File: config.mk
export PLATFORM = sky130hd
export DESIGN_NAME = muldiv_hilo
export DESIGN_NICKNAME = d
export VERILOG_FILES = /design/src/rtl/muldiv_pkg.sv /design/src/rtl/muldiv_abs.sv /design/src/rtl/muldiv_hilo.sv
export SDC_FILE = /design/constraint.sdc
export NUM_CORES = 1
export LEC_CHECK = 0
export CAP_MARGIN = 20
export CORE_UTILIZATION = 35
export CTS_CLUSTER_SIZE = 14
export DETAILED_ROUTE_END_ITERATION = 7
export DONT_BUFFER_PORTS = 1
export SYNTH_ARGS = -nofsm -noshare
export SYNTH_HDL_FRONTEND = slang
export SYNTH_SLANG_ARGS = --single-unit
File: constraint.sdc
create_clock -name Clk -period 4 [get_ports Clk]
set_input_delay 0.4 -clock Clk [delete_from_list [all_inputs] [get_ports Clk]]
set_output_delay 0.4 -clock Clk [all_outputs]
set_load 0.01 [all_outputs]
File: src/rtl/muldiv_pkg.sv
// -----------------------------------------------------------------------------
// muldiv_pkg
// Shared definitions for the iterative multiply/divide unit (muldiv_hilo):
//   - operation encodings OP_MULT / OP_MULTU / OP_DIV / OP_DIVU
//   - controller state encoding ST_IDLE / ST_RUN / ST_FIX
//   - small opcode decode helpers
// -----------------------------------------------------------------------------
package muldiv_pkg;

    localparam logic [1:0] OP_MULT  = 2'b00;
    localparam logic [1:0] OP_MULTU = 2'b01;
    localparam logic [1:0] OP_DIV   = 2'b10;
    localparam logic [1:0] OP_DIVU  = 2'b11;

    typedef enum logic [1:0] {
        ST_IDLE = 2'b00,
        ST_RUN  = 2'b01,
        ST_FIX  = 2'b10
    } state_t;

    // Signed operations take operand magnitudes and sign-correct the result.
    function automatic logic op_is_signed(input logic [1:0] op);
        logic s;
        s = 1'b0;
        case (op)
            OP_MULT:  s = 1'b1;
            OP_MULTU: s = 1'b0;
            OP_DIV:   s = 1'b1;
            OP_DIVU:  s = 1'b0;
            default:  s = 1'b0;
        endcase
        return s;
    endfunction

    function automatic logic op_is_div(input logic [1:0] op);
        return (op == OP_DIV) || (op == OP_DIVU);
    endfunction

endpackage

File: src/rtl/muldiv_abs.sv
// -----------------------------------------------------------------------------
// muldiv_abs
// Conditional two's-complement negate. Used both to take operand magnitudes
// at launch and to apply sign correction to the results.
// Ports:
//   val_i [WIDTH-1:0]  value in
//   neg_i              1 = negate, 0 = pass through
//   res_o [WIDTH-1:0]  result
// -----------------------------------------------------------------------------
module muldiv_abs
    import muldiv_pkg::*;
#(
    parameter int WIDTH = 32
) (
    input  logic [WIDTH-1:0] val_i,
    input  logic             neg_i,
    output logic [WIDTH-1:0] res_o
);

    assign res_o = neg_i ? (~val_i + 1'b1) : val_i;

endmodule

File: src/rtl/muldiv_hilo.sv
// -----------------------------------------------------------------------------
// muldiv_hilo
// Iterative multiply/divide unit owning the MIPS HI/LO registers.
// MULT/MULTU: radix-2 shift-add, one multiplier bit per RUN cycle.
// DIV/DIVU:   restoring division, one quotient bit per RUN cycle.
// Fixed latency WIDTH+1 cycles (WIDTH RUN cycles + 1 FIX cycle).
// Optional build macro MULDIV_EARLY_EXIT_EN: multiply leaves RUN once the
// remaining multiplier bits are zero, divide-by-zero leaves RUN after one
// cycle. Results are identical with or without it.
// Ports:
//   Clk, Reset (async, active-low)
//   start, op[1:0], a, b      operation launch (sampled in IDLE only)
//   wr_hi, wr_lo, wr_data     MTHI/MTLO direct writes (IDLE only)
//   busy                      high in RUN or FIX
//   done                      one-cycle pulse after the result is written
//   hi, lo                    HI/LO architectural registers
// -----------------------------------------------------------------------------
module muldiv_hilo
    import muldiv_pkg::*;
#(
    parameter int WIDTH = 32
) (
    input  logic             Clk,
    input  logic             Reset,
    input  logic             start,
    input  logic [1:0]       op,
    input  logic [WIDTH-1:0] a,
    input  logic [WIDTH-1:0] b,
    input  logic             wr_hi,
    input  logic             wr_lo,
    input  logic [WIDTH-1:0] wr_data,
    output logic             busy,
    output logic             done,
    output logic [WIDTH-1:0] hi,
    output logic [WIDTH-1:0] lo
);

    localparam int CW = $clog2(WIDTH + 1);

    state_t               state_q, state_d;
    logic [1:0]           op_q, op_d;
    // opa: multiplicand shifted left (mul) / dividend->quotient shifter in low half (div)
    logic [2*WIDTH-1:0]   opa_q, opa_d;
    // opb: multiplier shifted right (mul) / divisor, held constant (div)
    logic [WIDTH-1:0]     opb_q, opb_d;
    // acc: product (mul) / partial remainder in acc[WIDTH:0] (div)
    logic [2*WIDTH-1:0]   acc_q, acc_d;
    logic [WIDTH-1:0]     araw_q, araw_d;
    logic                 neg_res_q, neg_res_d;
    logic                 neg_rem_q, neg_rem_d;
    logic [CW-1:0]        cnt_q, cnt_d;
    logic [WIDTH-1:0]     hi_q, hi_d, lo_q, lo_d;
    logic                 done_q, done_d;

    logic                 sgn_launch;
    logic [WIDTH-1:0]     a_mag, b_mag;
    logic [2*WIDTH-1:0]   prod_fix;
    logic [WIDTH-1:0]     quo_fix, rem_fix;
    logic                 is_div;
    logic                 early_exit;
    logic [WIDTH:0]       shifted;
    logic [WIDTH+1:0]     trial;

    assign sgn_launch = op_is_signed(op);
    assign is_div     = op_is_div(op_q);

    muldiv_abs #(.WIDTH(WIDTH)) u_abs_a (
        .val_i (a),
        .neg_i (sgn_launch & a[WIDTH-1]),
        .res_o (a_mag)
    );

    muldiv_abs #(.WIDTH(WIDTH)) u_abs_b (
        .val_i (b),
        .neg_i (sgn_launch & b[WIDTH-1]),
        .res_o (b_mag)
    );

    muldiv_abs #(.WIDTH(2*WIDTH)) u_neg_prod (
        .val_i (acc_q),
        .neg_i (neg_res_q),
        .res_o (prod_fix)
    );

    muldiv_abs #(.WIDTH(WIDTH)) u_neg_quo (
        .val_i (opa_q[WIDTH-1:0]),
        .neg_i (neg_res_q),
        .res_o (quo_fix)
    );

    muldiv_abs #(.WIDTH(WIDTH)) u_neg_rem (
        .val_i (acc_q[WIDTH-1:0]),
        .neg_i (neg_rem_q),
        .res_o (rem_fix)
    );

    // Restoring-division trial subtract; the extra top bit is the borrow.
    assign shifted = {acc_q[WIDTH-1:0], opa_q[WIDTH-1]};
    assign trial   = {1'b0, shifted} - {2'b00, opb_q};

`ifdef MULDIV_EARLY_EXIT_EN
    // Multiply: after this cycle's shift, nothing left to add.
    // Divide by zero: result is forced in FIX, so the iterations are moot.
    assign early_exit = is_div ? (opb_q == '0) : (opb_q[WIDTH-1:1] == '0);
`else
    assign early_exit = 1'b0;
`endif

    always_comb begin
        state_d   = state_q;
        op_d      = op_q;
        opa_d     = opa_q;
        opb_d     = opb_q;
        acc_d     = acc_q;
        araw_d    = araw_q;
        neg_res_d = neg_res_q;
        neg_rem_d = neg_rem_q;
        cnt_d     = cnt_q;
        hi_d      = hi_q;
        lo_d      = lo_q;
        done_d    = 1'b0;

        case (state_q)
            ST_IDLE: begin
                if (wr_hi) hi_d = wr_data;
                if (wr_lo) lo_d = wr_data;
                if (start) begin
                    state_d   = ST_RUN;
                    op_d      = op;
                    opa_d     = {{WIDTH{1'b0}}, a_mag};
                    opb_d     = b_mag;
                    acc_d     = '0;
                    araw_d    = a;
                    neg_res_d = sgn_launch & (a[WIDTH-1] ^ b[WIDTH-1]);
                    neg_rem_d = sgn_launch & a[WIDTH-1];
                    cnt_d     = '0;
                end
            end
            ST_RUN: begin
                cnt_d = cnt_q + 1'b1;
                if (is_div) begin
                    opa_d = {opa_q[2*WIDTH-1:WIDTH], opa_q[WIDTH-2:0], ~trial[WIDTH+1]};
                    acc_d = {{(WIDTH-1){1'b0}}, (trial[WIDTH+1] ? shifted : trial[WIDTH:0])};
                end else begin
                    acc_d = opb_q[0] ? (acc_q + opa_q) : acc_q;
                    opa_d = opa_q << 1;
                    opb_d = opb_q >> 1;
                end
                if ((cnt_q == CW'(WIDTH - 1)) || early_exit) state_d = ST_FIX;
            end
            ST_FIX: begin
                state_d = ST_IDLE;
                done_d  = 1'b1;
                if (is_div) begin
                    if (opb_q == '0) begin
                        lo_d = '1;
                        hi_d = araw_q;
                    end else begin
                        lo_d = quo_fix;
                        hi_d = rem_fix;
                    end
                end else begin
                    hi_d = prod_fix[2*WIDTH-1:WIDTH];
                    lo_d = prod_fix[WIDTH-1:0];
                end
            end
            default: state_d = ST_IDLE;
        endcase
    end

    always_ff @(posedge Clk or negedge Reset) begin
        if (!Reset) begin
            state_q   <= ST_IDLE;
            op_q      <= '0;
            opa_q     <= '0;
            opb_q     <= '0;
            acc_q     <= '0;
            araw_q    <= '0;
            neg_res_q <= 1'b0;
            neg_rem_q <= 1'b0;
            cnt_q     <= '0;
            hi_q      <= '0;
            lo_q      <= '0;
            done_q    <= 1'b0;
        end else begin
            state_q   <= state_d;
            op_q      <= op_d;
            opa_q     <= opa_d;
            opb_q     <= opb_d;
            acc_q     <= acc_d;
            araw_q    <= araw_d;
            neg_res_q <= neg_res_d;
            neg_rem_q <= neg_rem_d;
            cnt_q     <= cnt_d;
            hi_q      <= hi_d;
            lo_q      <= lo_d;
            done_q    <= done_d;
        end
    end

    assign busy = (state_q != ST_IDLE);
    assign done = done_q;
    assign hi   = hi_q;
    assign lo   = lo_q;

endmodule
Word-level counts from Yosys, hierarchy flattened
Cells that the tools add are included.
- $lt $le $gt $ge: 0
- shift-type cells: 0
- eq/ne operators: 14
- $add $sub $neg: 8
- multiplexer cells: 31
- div/mod/pow operators: 0
- reductions and logical operators: 16
- $mul: 0
- bitwise operators: 10
- operator list (kind ; count):
    $mux W32 ; 12
    $mux W64 ; 6
    $pmux W64 S2 ; 2
    $pmux W32 S2 ; 3
    $add A32 B1 Y32 const B ; 4
    $not A32 Y32 ; 4
    $add A64 B1 Y64 const B ; 1
    $add A64 B64 Y64 ; 1
    $not A64 Y64 ; 1
    $sub A33 B32 Y34 ; 1
    $mux W33 ; 1
    $logic_not A32 Y1 ; 1
    $pmux W6 S2 ; 1
    $eq A2 B2 Y1 const B ; 5
    $ne A2 B2 Y1 const B ; 5
    $reduce_and A2 Y1 ; 5
    $add A6 B1 Y6 const B ; 1
    $eq A6 B5 Y1 const B ; 1
    $mux W6 ; 1
    $reduce_and A3 Y1 ; 2
    $reduce_bool A2 Y1 ; 3
    $eq A2 B1 Y1 const B ; 2
    $logic_not A2 Y1 ; 2
    $mux W2 ; 2
    other kinds (9) ; 12
- bits in latches: 0
- bits in registers: 269
- output and inout bits: 66
- input bits: 103
- memory bits (writable): 0
- ROM bits: 0
- memories: 0

Longest topological paths before layout
Gate-level depths: netlist of the first run.
- depth in word-level cells: 7
- mapped depth: 15
- gate-level depth less buffers: 14

Modules after synthesis
A second synthesis of the first run with hierarchy kept.
- cells, all modules: 2823
- area, all modules: 22785.6 sq um
- modules (own cells, without submodules) (module ; sequential area each (sq um) ; times used ; area each (sq um) ; cells an instance):
    muldiv_hilo ; 6706.4 ; 1 ; 18028.5 ; 2221
    muldiv_abs at u_abs_a ... ; 0.0 ; 4 ; 777.0 ; 99
    muldiv_abs at u_neg_prod ; 0.0 ; 1 ; 1649.1 ; 206

Worst setup path after synthesis of the first run
OpenSTA, ideal clock, no wires.
- path type: register to register
- from: register acc_q[1]
- to: register hi_q[20] (netlist: hi[20])
- path slack: 0.399 ns
- library setup time: 0.083 ns
- buffers on the path: 0
- stages on the path, launching flop included: 14
- data arrival time: 3.519 ns
- cells stage by stage: dfrtp_1 > inv_1 > ha_1 > or3b_1 > or4_4 > or4_4 > or2_2 > or3_1 > o41ai_2 > xnor2_1 > nor2_1 > a211oi_1 > a21oi_1 > o21ai_0
- longest elaborated chain between the ends: 6
- ends and longest elaborated chain (what ; RTL line ; source):
    from (decl) ; muldiv_hilo.sv:47 ; logic [2*WIDTH-1:0] acc_q, acc_d;
    from (signal assigned) ; muldiv_hilo.sv:177 ; acc_q <= '0;
    from (signal assigned) ; muldiv_hilo.sv:190 ; acc_q <= acc_d;
    $not A32 Y32 ; muldiv_abs.sv:20 ; assign res_o = neg_i ? (~val_i + 1'b1) : val_i;
    $add A32 B1 Y32 ; muldiv_abs.sv:20 ;
    $mux W32 ; muldiv_abs.sv:20 ;
    $mux W32 ; muldiv_hilo.sv:155 ; if (opb_q == '0) begin
    $mux W32 (*) ; muldiv_hilo.sv:154 ; if (is_div) begin
    $pmux W32 S2 (*) ; muldiv_hilo.sv:123 ; case (state_q)
    to (signal assigned) ; muldiv_hilo.sv:195 ; hi_q <= hi_d;
    to (decl) ; muldiv_hilo.sv:52 ; logic [WIDTH-1:0] hi_q, hi_d, lo_q, lo_d;
Mark *: on every way between the ends. The rest lies on a longest branch, timed or not.
A chain may end at the register's enable or synchronous reset.

Worst setup path after layout of the first run
Ends and elaborated chain as after synthesis.

==> results.yml, run 1 <==
run_status:
  outcome: "complete, but fails checks"
  violations: "DRC, hold timing"
timing:
  holdWs_ns: -0.4474
  setup-tns-final_ns: 0
  fin_skew_ns: 0.02174
  layout_setup_ws_ns: 0.2136
  tightest_slew_ns: 0.9813
  period_needed_ns: 3.786
  hold_viol_final: 268
  clock.fmax_ghz: 0.2641
  slew_headroom_pct: 34.42
  setup_viol: 0
  finalCritPeriodShare_pct: 94.66
  slew_violations: 0
drt:
  postRouteAntennaNets: 0
  vias: 20600
  wl_per_cell_um: 22.59
  post-route-drc-count: 38
  wl_um: 79200
  drt_iter0_drc: 1761
  routed_via_density: 5.875
  firstDrtPassIters: 8
floorplanning:
  ios: 169
  initial_core_util_pct: 35.53
  die_w_um: 247.0
  coreArea_um2: 59130
  rows: 89
  die_h_um: 247.0
  die_area_um2: 61010
final_layout:
  nets: 2915
  diodes: 0
  design_area_um2: 24000
  layout-drive-gt1-share_pct: 8.745
  n_fill_cell: 5945
  syn_to_final_growth_pct: 14.25
synth:
  ys_ff_latch: 268
  avgSynthCellArea_um2: 7.842
  synth_edf_count: 0
  synth.top_cell.area_share_pct: 31.92
  ys_top_cells_by_area: "dfrtp_1 32%, o21ai_0 7.7%, nand2_1 7.3%"
  synth_commonest_cells: "411 x nand2_1, 325 x o21ai_0, 268 x dfrtp_1"
  synth_most_common_cell: "nand2_1"
  syn_area_um2: 21010
  yosys_warnings: 0
  synth.distinct_cells: 77
  synthCells: 2679
  ys_seq_area_share_pct: 31.92
  synth_fp_nets: 2884
  async_reset_ff_share_pct: 100.0
  synth_top_area_cell: "dfrtp_1"
  ys.flop_type: "dfrtp_1"
clock_tree:
  cts_inserted_buffers: 35
  clockBufferDepth: 3
  postCtsSetupBuffers: 0
  cts_sinks: 268
  clk_pin_slew_worst_paths_ns: 0.06
  cts_hold_buf: 40
  cts-root-buf: "clkbuf_16"
  cts_tree: "done"
  worstSkewPairLatency_ns: 0.56
  h-tree-depth: 2
grt:
  grt_max_degree: 269
  overflow: 0
  grt_pass1_vias: 20200
  grt_antenna_before_repair: 1
  grt_pass1_wl_um: 121100
  grt_use_total_pct: 25.69
pwr:
  ir_drop_mv: 0.3840
  leakagePower_nw: 10.14
  power_density_nw_per_um2: 957.1
worst_setup_path:
  r2r_slack_ns: 0.21
  crit_fanout: 5
  end_kind: "flop"
  critical-path-top-delay-family: "simple AND/OR/NAND/NOR gates"
  crit_path_start: "acc_q[1]"
  start_kind: "flop"
  cp.required_ns: 4.47
  max_stage_delay_ns: 0.53
  cp_common_cell: "or4_4"
  crit_chain: "inv_1, ha_1, or3b_1, or4_4, or4_4, or2_2, or3_4, o41ai_4, xnor2_1, nor2_1, a211oi_1, a21oi_1, o21ai_0"
  arrival_ns: 4.26
  slowest_stage: "or4_4"
  critPathBufInv: 1
  r2r-start: "acc_q[1]"
  critical_path_class: "flop to flop"
worst_hold_path:
  hp-class: "input pin to asynchronous set/reset pin"
placement:
  hpwl_um: 59850
  gp_congestion: 0.9916
  portBuffers: 0
  dpl_cell_area_um2: 22350
  pre_cts_ws_ns: 0.1735
run:
  max_cap_violations: 0
==> logic make-up (layout without fill, tap and decap cells) <==
logic type      Yosys count  after routing  share of synthesized area, %
buf+inv                 240            294                         4.461
flops                   268            268                         31.92
compound gates          962            962                         28.12
simple gates            842            842                         18.27
mux                       6              6                        0.2859
fa+ha+maj               102            102                         6.147
xor+xnor                259            259                         10.80
==> path summary, 6_finish.rpt <==
check | endpoint | depth (start not counted)
min reg2reg | araw_q[30] | 2
max | hi[20] | 13
min in group Clk | opb_q[31] | 2
min | lo[16] | 0
max in group asynchronous | neg_res_q | 0
max reg2reg | hi[20] | 13
==> routing by layer <==
metal	vias up	routed length, um	part of all wire (%)	track usage [%]
met5	-	0	0	0
met4	0	3838	4.8	11.87
met3	167	4614	5.8	3.614
met2	714	35540	45	40.77
met1	10030	35210	44	34.34
li1	9682	-	-	-
==> per-stage QoR <==
stage / total power (W) / cells / util, % / hold slack, ns
detailed placement: 0.01925 / 3406 / 37.80 / 0.1137
CTS: 0.02280 / 3506 / 40.54 / -0.4744
global route: 0.02469 / 3506 / 40.59 / -0.4650
finish: 0.02297 / 3506 / 40.59 / -0.4474
floorplan: 0.01476 / 2679 / - / 0.1044
global placement: 0.01911 / 3406 / 37.80 / 0.1138
==> layout by cell type (no fill, tap or decap), types with 10 or more instances in the layout <==
| master | n |
|---|---|
| o21a_1 | 14 |
| a22oi_1 | 58 |
| nand2b_1 | 22 |
| and3_1 | 13 |
| clkbuf_16 | 37 |
| nor2_1 | 170 |
| o21bai_1 | 13 |
| o31ai_1 | 32 |
| nand4_1 | 28 |
| nand2_1 | 410 |
| a31oi_1 | 18 |
| or4_1 | 16 |
| inv_1 | 68 |
| nor4_1 | 21 |
| xor2_1 | 94 |
| nand3_1 | 28 |
| a22o_1 | 33 |
| o21ai_0 | 323 |
| buf_4 | 124 |
| ha_1 | 100 |
| o41ai_1 | 18 |
| a21oi_1 | 255 |
| nor2b_1 | 23 |
| o211ai_1 | 42 |
| nor3_1 | 32 |
| dlygate4sd3_1 | 40 |
| or3_1 | 21 |
| clkbuf_8 | 10 |
| a21o_1 | 40 |
| a211oi_1 | 25 |
| xnor2_1 | 165 |
| dfrtp_1 | 266 |
| or2_2 | 13 |
| o22ai_1 | 21 |
==> registers in the layout (all words and copies together), names as in the netlist <==
| name | count |
|---|---|
| state_q | 2 |
| cnt_q | 6 |
| neg_rem_q | 1 |
| done | 1 |
| op_q | 1 |
| neg_res_q | 1 |
| lo | 32 |
| araw_q | 32 |
| opa_q | 64 |
| acc_q | 64 |
| hi | 32 |
| opb_q | 32 |
==> layout make-up <==
cell class / instances / area (um2) / area share [%]
multi-input combinational: 2171 / 13480 / 56.14
inverter: 68 / 255.2 / 1.063
timing repair buffer: 166 / 1371 / 5.713
sequential: 268 / 6711 / 27.96
clock inverter: 7 / 135.1 / 0.5630
tap: 773 / 967.2 / 4.030
clock buffer: 53 / 1086 / 4.525
==> what timing repair did <==
| item | in CTS | in global routing |
|---|---|---|
| endpoints found under the hold margin | 308 | 268 |
| gates resized for setup | 0 | 7 |
| setup endpoints to repair | 0 | 13 |
==> power breakdown <==
group / total (W) / switching, W / internal (W)
clock network: 0.00341 / 0.00129 / 0.00212
registers: 0.00555 / 0.00161 / 0.00394
logic: 0.0140 / 0.00846 / 0.00555
Note: power is estimated with default switching activity, not from simulation.
==> run 2: changes to the inputs <==
CORE_UTILIZATION = 56   (was 35)
PLACE_DENSITY = 0.71   (was not set)
==> run 2 against run 1 <==
  * The flow finishes with violations (hold timing)
  * Total power shrank 2.5%
  * Clock-buffer cell count shrank 12
  * Clock power shrank 13%
  * Critical endpoint is now acc_q[56]
  * Routed wire length shrank 5.3%
==> results.yml, run 2 (same netlist as run 1, synthesis figures left out) <==
timing:
  holdWs_ns: -0.5123
  setup_viol: 0
  slew_headroom_pct: 31.21
  fin_skew_ns: 0.03207
  tightest_slew_ns: 1.029
  slew_violations: 0
  finalCritPeriodShare_pct: 99.16
  hold_viol_final: 268
  clock.fmax_ghz: 0.2521
  rsz0062_at_grt: "true"
  period_needed_ns: 3.966
final_layout:
  layout_common_cells: "410 x nand2_1, 323 x o21ai_0, 266 x dfrtp_1"
  diodes: 0
  n_fill_cell: 3273
  instances_no_fill: 3187
  largestRegisters: "acc_q x64, opa_q x64"
  ff_latch_area_um2: 6711
  final_common_cell: "nand2_1"
  nets: 2900
  multiInputGateArea_um2: 13450
  layout-drive-gt1-share_pct: 7.650
  syn_to_final_growth_pct: 11.58
  fin_util_pct: 63.72
  design_area_um2: 23440
floorplanning:
  ios: 169
  rows: 70
  die_w_um: 195.7
  die_h_um: 195.7
  initial_core_util_pct: 57.11
  die_area_um2: 38290
  coreArea_um2: 36790
grt:
  grt_pass1_vias: 19560
  grt_max_degree: 269
  grt_pass1_wl_um: 115000
  grt_antenna_before_repair: 3
  grt_use_total_pct: 38.77
  overflow: 0
worst_setup_path:
  arrival_ns: 4.43
  crit_end: "acc_q[56]"
  cp_common_cell: "buf_4"
  r2r_end: "acc_q[56]"
  end_kind: "flop"
  crit_path_start: "acc_q[0]"
  critical_path_class: "flop to flop"
  start_kind: "flop"
  cp.required_ns: 4.46
  slowest_stage: "o41ai_1"
  crit_chain: "buf_4, ha_1, inv_1, fa_1, nand2b_1, a21o_1, a211oi_1, buf_4, a21o_1, a21oi_1, nor4b_1, buf_4, a211oi_2, o41ai_1, xnor2_1, o21ai_0"
  reg2regPathDepth: 16
  r2r_slack_ns: 0.03
  max_stage_delay_ns: 0.50
  r2r-start: "acc_q[0]"
  crit_fanout: 5
placement:
  gp_congestion: 0.9844
  dpl_cell_area_um2: 21770
  place_inst: 3070
  hpwl_um: 55150
  portBuffers: 0
run_status:
  outcome: "complete, but fails checks"
  violations: "hold timing"
drt:
  post-route-drc-count: 0
  firstDrtPassIters: 6
  wl_um: 75010
  wl_per_cell_um: 23.54
  vias: 20910
  drt_iter0_drc: 2563
  routed_via_density: 6.560
  postRouteAntennaNets: 0
pwr:
  p_total_w: 0.02239
  leakagePower_nw: 9.978
  ir_drop_mv: 0.5101
  power_density_nw_per_um2: 955.1
clock_tree:
  postCtsSetupBuffers: 0
  cts_inserted_buffers: 31
  clockBufferDepth: 3
  cts_sinks: 268
  worstSkewPairLatency_ns: 0.61
  cts_tree: "done"
  clk_pin_slew_worst_paths_ns: 0.06
  cts_hold_buf: 59
  cts-root-buf: "clkbuf_16"
  h-tree-depth: 1
worst_hold_path:
  hp-class: "input pin to asynchronous set/reset pin"
run:
  max_cap_violations: 0
-- run 2: final cells by class --
cell class / instances / share of cell area, %
clock buffer: 41 / 3.811
clock inverter: 16 / 0.6672
inverter: 68 / 1.089
multi-input combinational: 2171 / 57.39
sequential: 268 / 28.63
tap: 468 / 2.498
timing repair buffer: 155 / 5.914
-- run 2: through the flow --
stage                     hold WS (ns)  worst slack (ns)  setup TNS (ns)
after global routing           -0.5257          -0.06619         -0.1452
after global placement          0.1090            0.1724               0
after detailed placement        0.1109            0.1126               0
after floorplan                 0.1044            0.3988               0
after CTS                      -0.5298           0.08838               0
final                          -0.5123           0.03363               0
-- run 2: layer usage --
layer	track usage, %	routed length, um	vias to the layer above
met2	55.79	30630	1108
met5	0	13	-
met1	57.34	33150	9972
li1	-	-	9666
met3	6.876	7838	158
met4	15.42	3376	2
-- run 2: what timing repair did --
| action | 4_1_cts | 5_1_grt |
|---|---|---|
| endpoints found under the hold margin | 345 | 268 |
| gates resized for setup | 0 | 5 |
| setup endpoints to repair | 0 | 7 |
-- run 2: critical path, delay by kind of cell, from the launching register on --
kind	cells	cell delay, ns
buf+inv	4	0.61
xor+xnor	1	0.18
fa+ha+maj	2	0.61
flops	1	0.42
compound gates	7	1.48
simple gates	2	0.55
-- run 2: power breakdown --
group	switching, W	internal, W
sequential	0.00167	0.00394
clock	0.00125	0.00170
combinational	0.00842	0.00541
total	0.0113	0.0110
-- run 2: how the worst min path moves through the flow --
| stage | startpoint | endpoint | slack (ns) |
|---|---|---|---|
| floorplan | Reset | acc_q[0] | 0.10 |
| global placement | Reset | araw_q[4] | 0.11 |
| detailed placement | Reset | araw_q[4] | 0.11 |
| CTS | Reset | opa_q[16] | -0.53 |
| global route | Reset | araw_q[4] | -0.53 |
| finish | Reset | araw_q[11] | -0.51 |
